### config.mk
export PLATFORM = sky130hd
export DESIGN_NAME = mod_exp_ctrl_flat
export DESIGN_NICKNAME = d
export VERILOG_FILES = /design/src/rtl/mod_exp_pkg.sv /design/src/rtl/mod_exp_ctrl_if.sv /design/src/rtl/mod_exp_ctrl_msb_scan.sv /design/src/rtl/mod_exp_ctrl.sv /design/src/flat_wrapper.sv
export SDC_FILE = /design/constraint.sdc
export NUM_CORES = 1
export LEC_CHECK = 0
export ABC_AREA = 0
export CAP_MARGIN = 0
export CORE_ASPECT_RATIO = 2
export CORE_MARGIN = 10
export CORE_UTILIZATION = 48
export DETAILED_ROUTE_END_ITERATION = 7
export PLACE_DENSITY = 0.86
export SETUP_SLACK_MARGIN = 0.2
export SYNTH_ARGS = -nofsm -noshare
export SYNTH_HDL_FRONTEND = slang
export SYNTH_SLANG_ARGS = --single-unit
export TNS_END_PERCENT = 50
### constraint.sdc
create_clock -name clk -period 5.05 [get_ports clk]
set_input_delay 1.01 -clock clk [delete_from_list [all_inputs] [get_ports clk]]
set_output_delay 1.01 -clock clk [all_outputs]
set_load 0.02 [all_outputs]
### src/rtl/mod_exp_pkg.sv
`default_nettype none
// ============================================================================
// Module      : mod_exp_pkg
// Description : Shared defaults and state encoding for the modular
//               exponentiation controller.
// Revision    : 1.0 - initial release
// ============================================================================
package mod_exp_pkg;

    localparam int C_WIDTH     = 32;
    localparam int C_EXP_WIDTH = 32;
    localparam int C_IDX_W     = 8;

    // Controller states; explicit 3-bit encoding
    typedef enum logic [2:0] {
        S_IDLE     = 3'd0,
        S_SCAN     = 3'd1,
        S_SQR_REQ  = 3'd2,
        S_SQR_WAIT = 3'd3,
        S_MUL_REQ  = 3'd4,
        S_MUL_WAIT = 3'd5,
        S_FIN      = 3'd6
    } state_t;

endpackage : mod_exp_pkg
`default_nettype wire

### src/rtl/mod_exp_ctrl_if.sv
`default_nettype none
// ============================================================================
// Module      : mod_exp_ctrl_if
// Description : Start/done handshake bus to the shared modular multiplier.
//               master = controller, slave = multiplier.
// Revision    : 1.0 - initial release
// ============================================================================
import mod_exp_pkg::*;

interface mod_exp_ctrl_if #(
    parameter int WIDTH = C_WIDTH
) ();
    logic             mm_start;
    logic [WIDTH-1:0] mm_a;
    logic [WIDTH-1:0] mm_b;
    logic [WIDTH-1:0] mm_n;
    logic             mm_done;
    logic [WIDTH-1:0] mm_res;

    modport master (
        output mm_start, mm_a, mm_b, mm_n,
        input  mm_done, mm_res
    );

    modport slave (
        input  mm_start, mm_a, mm_b, mm_n,
        output mm_done, mm_res
    );
endinterface : mod_exp_ctrl_if
`default_nettype wire

### src/rtl/mod_exp_ctrl_msb_scan.sv
`default_nettype none
// ============================================================================
// Module      : msb_scan
// Description : Sequential exponent bit scanner. Holds the latched exponent
//               and a bit index that starts at the MSB and steps downward.
//               o_found = bit at current index, o_zero = index is 0.
// Revision    : 1.0 - initial release
// ============================================================================
import mod_exp_pkg::*;

module msb_scan #(
    parameter int EXP_WIDTH = C_EXP_WIDTH,
    parameter int IDX_W     = C_IDX_W
) (
    input  wire logic                 clk,
    input  wire logic                 rst,
    input  wire logic                 i_load,
    input  wire logic [EXP_WIDTH-1:0] i_exp,
    input  wire logic                 i_step,
    output logic                      o_found,
    output logic                      o_zero
);

    localparam logic [IDX_W-1:0] C_TOP = IDX_W'(EXP_WIDTH - 1);

    logic [EXP_WIDTH-1:0] r_exp;
    logic [IDX_W-1:0]     r_idx;
    logic [EXP_WIDTH-1:0] w_shifted;

    // Load exponent and reset index to MSB; step never wraps below zero
    always_ff @(posedge clk) begin
        if (rst) begin
            r_exp <= '0;
            r_idx <= '0;
        end else if (i_load) begin
            r_exp <= i_exp;
            r_idx <= C_TOP;
        end else if (i_step && (r_idx != '0)) begin
            r_idx <= r_idx - IDX_W'(1);
        end
    end

    assign w_shifted = r_exp >> r_idx;
    assign o_found   = w_shifted[0];
    assign o_zero    = (r_idx == '0);

endmodule : msb_scan
`default_nettype wire

### src/rtl/mod_exp_ctrl.sv
`default_nettype none
// ============================================================================
// Module      : mod_exp_ctrl
// Description : Left-to-right square-and-multiply controller computing
//               base^exponent mod modulus by scheduling one operation at a
//               time on an external modular multiplier.
// Revision    : 1.0 - initial release
// ============================================================================
import mod_exp_pkg::*;

module mod_exp_ctrl #(
    parameter int WIDTH     = C_WIDTH,
    parameter int EXP_WIDTH = C_EXP_WIDTH,
    parameter int IDX_W     = C_IDX_W
) (
    input  wire logic                 clk,
    input  wire logic                 rst,
    input  wire logic                 start,
    input  wire logic [WIDTH-1:0]     base,
    input  wire logic [WIDTH-1:0]     modulus,
    input  wire logic [EXP_WIDTH-1:0] exponent,
    output logic                      busy,
    output logic                      done,
    output logic                      err,
    output logic [WIDTH-1:0]          result,
    mod_exp_ctrl_if.master            mm
);

    state_t           r_state;
    state_t           w_state_nxt;

    logic [WIDTH-1:0] r_base;
    logic [WIDTH-1:0] r_n;
    logic [WIDTH-1:0] r_acc;
    logic [WIDTH-1:0] r_result;
    logic             r_err;

    logic             w_accept;
    logic             w_scan_step;
    logic             w_acc_we;
    logic             w_result_we;
    logic [WIDTH-1:0] w_result_d;
    logic             w_found;
    logic             w_zero;
    logic             w_mul_phase;

    msb_scan #(
        .EXP_WIDTH (EXP_WIDTH),
        .IDX_W     (IDX_W)
    ) u_msb_scan (
        .clk     (clk),
        .rst     (rst),
        .i_load  (w_accept),
        .i_exp   (exponent),
        .i_step  (w_scan_step),
        .o_found (w_found),
        .o_zero  (w_zero)
    );

    // State register
    always_ff @(posedge clk) begin
        if (rst) r_state <= S_IDLE;
        else     r_state <= w_state_nxt;
    end

    // Next-state and control strobes; result is written on the edge into FIN
    // so it is already valid in the cycle done is high
    always_comb begin
        w_state_nxt = r_state;
        w_accept    = 1'b0;
        w_scan_step = 1'b0;
        w_acc_we    = 1'b0;
        w_result_we = 1'b0;
        w_result_d  = r_result;
        case (r_state)
            S_IDLE: begin
                if (start) begin
                    w_accept = 1'b1;
                    if (modulus == '0) begin
                        w_result_we = 1'b1;
                        w_result_d  = '0;
                        w_state_nxt = S_FIN;
                    end else begin
                        w_state_nxt = S_SCAN;
                    end
                end
            end
            S_SCAN: begin
                if (w_found) begin
                    w_state_nxt = S_SQR_REQ;
                end else if (!w_zero) begin
                    w_scan_step = 1'b1;
                end else begin
                    // exponent is zero: x^0 mod N is 1, except mod 1
                    w_result_we = 1'b1;
                    w_result_d  = (r_n == WIDTH'(1)) ? '0 : WIDTH'(1);
                    w_state_nxt = S_FIN;
                end
            end
            S_SQR_REQ: w_state_nxt = S_SQR_WAIT;
            S_SQR_WAIT: begin
                if (mm.mm_done) begin
                    w_acc_we = 1'b1;
                    if (w_found) begin
                        w_state_nxt = S_MUL_REQ;
                    end else if (w_zero) begin
                        w_result_we = 1'b1;
                        w_result_d  = mm.mm_res;
                        w_state_nxt = S_FIN;
                    end else begin
                        w_scan_step = 1'b1;
                        w_state_nxt = S_SQR_REQ;
                    end
                end
            end
            S_MUL_REQ: w_state_nxt = S_MUL_WAIT;
            S_MUL_WAIT: begin
                if (mm.mm_done) begin
                    w_acc_we = 1'b1;
                    if (w_zero) begin
                        w_result_we = 1'b1;
                        w_result_d  = mm.mm_res;
                        w_state_nxt = S_FIN;
                    end else begin
                        w_scan_step = 1'b1;
                        w_state_nxt = S_SQR_REQ;
                    end
                end
            end
            S_FIN:   w_state_nxt = S_IDLE;
            default: w_state_nxt = S_IDLE;
        endcase
    end

    // Operand latch and error flag, updated only on an accepted start
    always_ff @(posedge clk) begin
        if (rst) begin
            r_base <= '0;
            r_n    <= '0;
            r_err  <= 1'b0;
        end else if (w_accept) begin
            r_base <= base;
            r_n    <= modulus;
            r_err  <= (modulus == '0);
        end
    end

    // Accumulator: 1 at start, multiplier result after each operation
    always_ff @(posedge clk) begin
        if (rst)           r_acc <= '0;
        else if (w_accept) r_acc <= WIDTH'(1);
        else if (w_acc_we) r_acc <= mm.mm_res;
    end

    // Result holding register
    always_ff @(posedge clk) begin
        if (rst)              r_result <= '0;
        else if (w_result_we) r_result <= w_result_d;
    end

    // Operands derive from registers that only change on mm_done, so they
    // stay stable for the whole outstanding operation
    assign w_mul_phase = (r_state == S_MUL_REQ) || (r_state == S_MUL_WAIT);
    assign mm.mm_start = (r_state == S_SQR_REQ) || (r_state == S_MUL_REQ);
    assign mm.mm_a     = r_acc;
    assign mm.mm_b     = w_mul_phase ? r_base : r_acc;
    assign mm.mm_n     = r_n;

    assign busy   = (r_state != S_IDLE) && (r_state != S_FIN);
    assign done   = (r_state == S_FIN);
    assign err    = r_err;
    assign result = r_result;

endmodule : mod_exp_ctrl
`default_nettype wire

### src/flat_wrapper.sv
// flat-port wrapper written by rule: the top's interface ports become plain ports
module mod_exp_ctrl_flat 
#(
    parameter int WIDTH     = C_WIDTH,
    parameter int EXP_WIDTH = C_EXP_WIDTH,
    parameter int IDX_W     = C_IDX_W
)
  (clk, rst, start, base, modulus, exponent, busy, done, err, result, mm_mm_start, mm_mm_a, mm_mm_b, mm_mm_n, mm_mm_done, mm_mm_res);
  mod_exp_ctrl_if #(.WIDTH(WIDTH)) mm_i ();
  input  wire logic clk;
  input  wire logic rst;
  input  wire logic start;
  input  wire logic [WIDTH-1:0] base;
  input  wire logic [WIDTH-1:0] modulus;
  input  wire logic [EXP_WIDTH-1:0] exponent;
  output logic busy;
  output logic done;
  output logic err;
  output logic [WIDTH-1:0] result;
  output wire logic [$bits(mm_i.mm_start)-1:0] mm_mm_start;
  output wire logic [$bits(mm_i.mm_a)-1:0] mm_mm_a;
  output wire logic [$bits(mm_i.mm_b)-1:0] mm_mm_b;
  output wire logic [$bits(mm_i.mm_n)-1:0] mm_mm_n;
  input wire logic [$bits(mm_i.mm_done)-1:0] mm_mm_done;
  input wire logic [$bits(mm_i.mm_res)-1:0] mm_mm_res;
  assign mm_mm_start = mm_i.mm_start;
  assign mm_mm_a = mm_i.mm_a;
  assign mm_mm_b = mm_i.mm_b;
  assign mm_mm_n = mm_i.mm_n;
  assign mm_i.mm_done = mm_mm_done;
  assign mm_i.mm_res = mm_mm_res;
  mod_exp_ctrl #(.WIDTH(WIDTH), .EXP_WIDTH(EXP_WIDTH), .IDX_W(IDX_W)) u_core (.clk(clk), .rst(rst), .start(start), .base(base), .modulus(modulus), .exponent(exponent), .busy(busy), .done(done), .err(err), .result(result), .mm(mm_i));
endmodule
== After elaboration in Yosys (flattened, before gate mapping) ==
Index checks and enable logic that the tools add are counted.

* Add/sub/neg operators: 1
* Eq/ne operators: 16
* Shift-type cells: 1
* Multiplexer cells: 40
* Reductions and logical operators: 16

{| class="wikitable"
|+ Operators with widths
! operator !! count
|-
| 32-bit 2-to-1 mux || 9
|-
| 32-bit case mux with 4 select lines || 1
|-
| 32-bit by 1-bit == test with 1-bit output, second input constant || 1
|-
| 32-bit logical NOT || 1
|-
| 32-bit by 8-bit right shift with 1-bit output || 1
|-
| 3-bit 2-to-1 mux || 8
|-
| 3-bit case mux with 6 select lines || 1
|-
| 1-bit 2-to-1 mux || 17
|-
| 5-bit 2-to-1 mux || 2
|-
| 2-bit != test, second input constant || 5
|-
| 3-bit == test, second input constant || 3
|-
| 9-bit AND reduction || 1
|-
| 8-bit logical NOT || 1
|-
| 8-bit nonzero test || 1
|-
| 8-bit by 1-bit subtractor with 8-bit output, second input constant || 1
|-
| 3-bit by 2-bit == test with 1-bit output, second input constant || 2
|-
| 2-bit by 1-bit != test with 1-bit output, second input constant || 2
|-
| 1-bit case mux with 4 select lines || 1
|-
| 4-bit AND reduction || 1
|-
| 2-bit nonzero test || 2
|-
| 4-bit nonzero test || 1
|-
| 2-bit OR reduction || 2
|-
| 3-bit by 1-bit == test with 1-bit output, second input constant || 1
|-
| 3-bit logical NOT || 1
|-
| other kinds (6) || 8
|}

* Register bits after elaboration: 172
* Output and inout bits: 132

== Longest topological paths before layout ==
* Depth after elaboration: 8
* Gate-level depth with buffers: 12
* Mapped depth without buffers: 8

== By module ==
A second synthesis with hierarchy kept.

* Cell total of the unflattened synthesis: 843
* Area, all modules: 7260.7 µm²

{| class="wikitable"
|+ Modules (own cells, without submodules)
! module !! instances !! cells an instance !! area an instance (µm²)
|-
| mod_exp_ctrl || 1 || 677 || 5437.7
|-
| msb_scan || 1 || 166 || 1823.0
|}

== Worst setup path before layout ==
OpenSTA, ideal clock, no wires.

* Path type: input to register
* Start point: in modulus[24]
* End point: reg u_core.r_result[1], in the netlist u_core.result[1]
* Setup time: 0.116 ns
* Arrival time: 2.536 ns
* Data required time: 4.934 ns
* Setup slack: 2.398 ns
* Cell stages on the path: 9
* Path through: nor4_1 > nand4_1 > or2_2 > nor2_1 > nor2_1 > o41a_1 > buf_6 > clkbuf_1 > a31o_2

* Longest elaborated chain between the ends: 5

{| class="wikitable"
|+ Ends and longest elaborated chain
! item !! line !! RTL
|-
| start, declared || flat_wrapper.sv:14 || <nowiki>input wire logic [WIDTH-1:0] modulus;</nowiki>
|-
| 32-bit logical NOT * || mod_exp_ctrl.sv:79 || <nowiki>if (modulus == '0) begin</nowiki>
|-
| 1-bit 2-to-1 mux || mod_exp_ctrl.sv:79 ||
|-
| 1-bit 2-to-1 mux || mod_exp_ctrl.sv:77 || <nowiki>if (start) begin</nowiki>
|-
| 1-bit case mux with 4 select lines || mod_exp_ctrl.sv:75 || <nowiki>case (r_state)</nowiki>
|-
| 9-bit AND reduction (no source line) * || -- ||
|-
| end signal, assigned || mod_exp_ctrl.sv:158 || <nowiki>else if (w_result_we) r_result <= w_result_d;</nowiki>
|-
| end, declared || mod_exp_ctrl.sv:35 || <nowiki>logic [WIDTH-1:0] r_result;</nowiki>
|}

Every way passes the cells marked *; elsewhere a longest branch is shown, timed or not.
A chain may end at the register's enable or synchronous reset.

== Worst setup path after layout ==
* Start point: reg u_core.r_state[2]
* End point: out mm_mm_b[26]

* Longest elaborated chain between the ends: 3

{| class="wikitable"
|+ Ends and longest elaborated chain
! item !! line !! RTL
|-
| start, declared || mod_exp_ctrl.sv:29 || <nowiki>state_t r_state;</nowiki>
|-
| start signal, assigned || mod_exp_ctrl.sv:63 || <nowiki>else r_state <= w_state_nxt;</nowiki>
|-
| 3-bit == test || mod_exp_ctrl.sv:163 || <nowiki>assign w_mul_phase = (r_state == S_MUL_REQ) || (r_state == S_MUL_WAIT);</nowiki>
|-
| 1-bit logical OR * || mod_exp_ctrl.sv:163 ||
|-
| 32-bit 2-to-1 mux * || mod_exp_ctrl.sv:166 || <nowiki>assign mm.mm_b = w_mul_phase ? r_base : r_acc;</nowiki>
|-
| end, declared || flat_wrapper.sv:22 || <nowiki>output wire logic [$bits(mm_i.mm_b)-1:0] mm_mm_b;</nowiki>
|}

Marks and branches as above.

==> qor.csv <==
metric,value,unit
slew_headroom,25.6,%
ys_ff_latch,172,
drtIter0Drc,281,
post_cts_buffers,0,
multiInputGateArea,3490,um2
fin_crit,4050,ps
use_met1,22.9,%
wl,25000,um
clock_skew,19.9,ps
nFillCells,1185,
fmax,247,MHz
numCtsBuffers,17,
die_y,193,um
p_leak,3.74,nW
nNetsFinal,1268,
report.final.setup_viol,0,
initial_core_util,48.7,%
drc,0,
synth_ff_type,dfxtp_1,
grt_usage,23.8,%
fin_setup_tns,0,ps
dp_hpwl,18800,um
cts_resized,0,
cp.arrival,3040,ps
status,"complete, no violations",
fin_crit_sh,80.3,%
synthTopCellsByArea,"dfxtp_1 (48%), nand2_1 (16%), a21oi_1 (9.4%), mux2_2 (5.1%), a31o_2 (3.8%)",
ys_types,46,
area_growth,45.6,%
final-hold-violation-count,0,
grt_pass1_vias,7413,
viasPerCell,5.43,
drtPass1Iterations,4,
yosysTopAreaCellShare,47.7,%
ys_warn_count,0,
hold_path_class,reg -> reg,
core,14800,um2
whs,452,ps
io_pins,264,
maxSlewViolCount,0,
slowest_delay,970,ps
synthCells,914,
antenna_found_initial,1,
critPathMaxFanout,35,
synth_commonest_cells,"nand2_1 (305), dfxtp_1 (172), a21oi_1 (136)",
top_usage_layer,met2,
critPathKind,reg -> out,
ff2ff_setup_slack,1410,ps
grt_max_degree,102,
crit_required,4040,ps
via_count,7294,
antenna_left,0,
ys_seq_area_share,47.7,%
yosys.area.top_type,dfxtp_1,
cts_tree,done,
io_buffers,263,
rows,63,
dieArea,20700,um2
synth_edf_count,0,
grt_pass1_wl,39400,um
ir_worst_vdd,0.000275,V
layout-drive-gt1-share,9.84,%
die_w,107,um
syn_area_per_cell,7.90,um2
worst_slew_pin_slew,1120,ps
overflow,0,
cp-startpoint,u_core.r_state[2]$_SDFFE_PP0P_,
min-delay-start,u_core.result[0]$_SDFFE_PP0P_,
holdBufCountCts,0,
cts_root_buffer,clkbuf_16,
yosysMostFrequentCell,nand2_1,
globalRouteMet3Util,6.79,%
r2r_start,u_core.u_msb_scan.r_idx[1]$_SDFFE_PP0P_,
clock_latency,430,ps
htree_levels,4,
clock-sinks,172,
pwr_density_cell,458,nW/um2
clkTransAtPathRegs,70,ps
wl_per_cell,18.6,um
synth_area,7220,um2
fin_util,70.9,%
syn_nets,1047,
worstPathCellList,nor2b_4 > mux2_2 > clkdlybuf4s50_1,
clk_path_buf_depth,2,
routabilityCongestion,0.846,
cp-end-kind,output port,
start_kind,flip-flop,
synth-async-reset-ratio,0,%
grt_util_met2,45.1,%
cp_slowest_cell,nor2b_4,
rsz0062_at_grt,false,
regArea,3440,um2
cap_violations,0,
==> cell families after synthesis <==
logic type               share of synthesized area (%)
AND/OR/NAND/NOR                                   23.5
AO/OA/AOI/OAI                                     16.8
flip-flops                                        47.7
buffers and inverters                             4.30
multiplexers                                      7.36
XOR/XNOR                                         0.243
adder cells (fa/ha/maj)                          0.173
==> placed cells by master (no fill, tap or decap), types with 3 or more instances in the layout <==
cell / count
nand2_1: 305
clkdlybuf4s50_1: 262
dfxtp_1: 172
a21oi_1: 136
nor2_1: 47
mux2_2: 33
a31o_2: 31
clkbuf_16: 17
mux2i_1: 16
nor4_1: 15
buf_4: 10
nand3_1: 8
o21ai_0: 8
nor2b_1: 7
inv_1: 5
a22oi_1: 5
nor3_1: 5
nand4_1: 5
a311oi_1: 4
or3_1: 4
clkinv_4: 3
clkinv_8: 3
inv_8: 3
inv_6: 3
==> sequential cells by signal, summed over array words and instances, names as in the netlist <==
register,cells
u_core.u_msb_scan.r_idx,8
u_core.mm.mm_n,32
u_core.u_msb_scan.r_exp,32
u_core.mm.mm_a,32
u_core.err,1
u_core.r_base,32
u_core.result,32
u_core.r_state,3
==> routing by layer <==
layer / part of all wire [%] / vias to the layer above / wire length [um]
li1: - / 3544 / -
met1: 35 / 3448 / 8660
met2: 56 / 255 / 14000
met3: 6.1 / 47 / 1530
met4: 3.2 / 0 / 794
met5: 0 / - / 0
==> layout make-up <==
type	count	share of cell area, %
Clock inverter	14	1.64
Inverter	6	0.214
Tap cell	195	2.32
Antenna cell	1	0.0238
Clock buffer	18	4.18
Sequential cell	172	32.8
Timing Repair Buffer	272	25.7
Multi-Input combinational cell	666	33.2
==> path summary, 6_finish.rpt <==
| path | endpoint | depth (start not counted) |
|---|---|---|
| setup / recovery | mm_mm_b[26] | 3 |
| hold / removal | u_core.result[0]$_SDFFE_PP0P_ | 2 |
| setup reg to reg | u_core.result[0]$_SDFFE_PP0P_ | 8 |
| hold reg to reg | u_core.result[0]$_SDFFE_PP0P_ | 2 |
==> worst max-delay path: cells and delay by family (launching register included) <==
| kind | cells | cell delay, ps |
|---|---|---|
| buffers and inverters | 1 | 550 |
| flip-flops | 1 | 630 |
| multiplexers | 1 | 440 |
| AND/OR/NAND/NOR | 1 | 970 |
==> power breakdown <==
part,total [mW],switching (mW),leakage (nW),internal [mW]
registers,1.81,0.231,1.40,1.58
logic,1.67,0.984,2.04,0.686
clock network,1.33,0.611,0.296,0.722
total,4.81,1.83,3.74,2.99
==> through the flow <==
stage / cells / setup slack, ps / cell area, um2 / power [mW]
2_1_floorplan: 914 / 2400 / 7220 / 2.87
3_3_place_gp: 1311 / 1260 / 9900 / 3.47
3_5_place_dp: 1311 / 1230 / 9900 / 3.51
4_1_cts: 1343 / 978 / 10500 / 4.84
5_1_grt: 1344 / 851 / 10500 / 5.10
6_report: 1344 / 997 / 10500 / 4.81
Note: power is estimated with default switching activity, not from simulation.
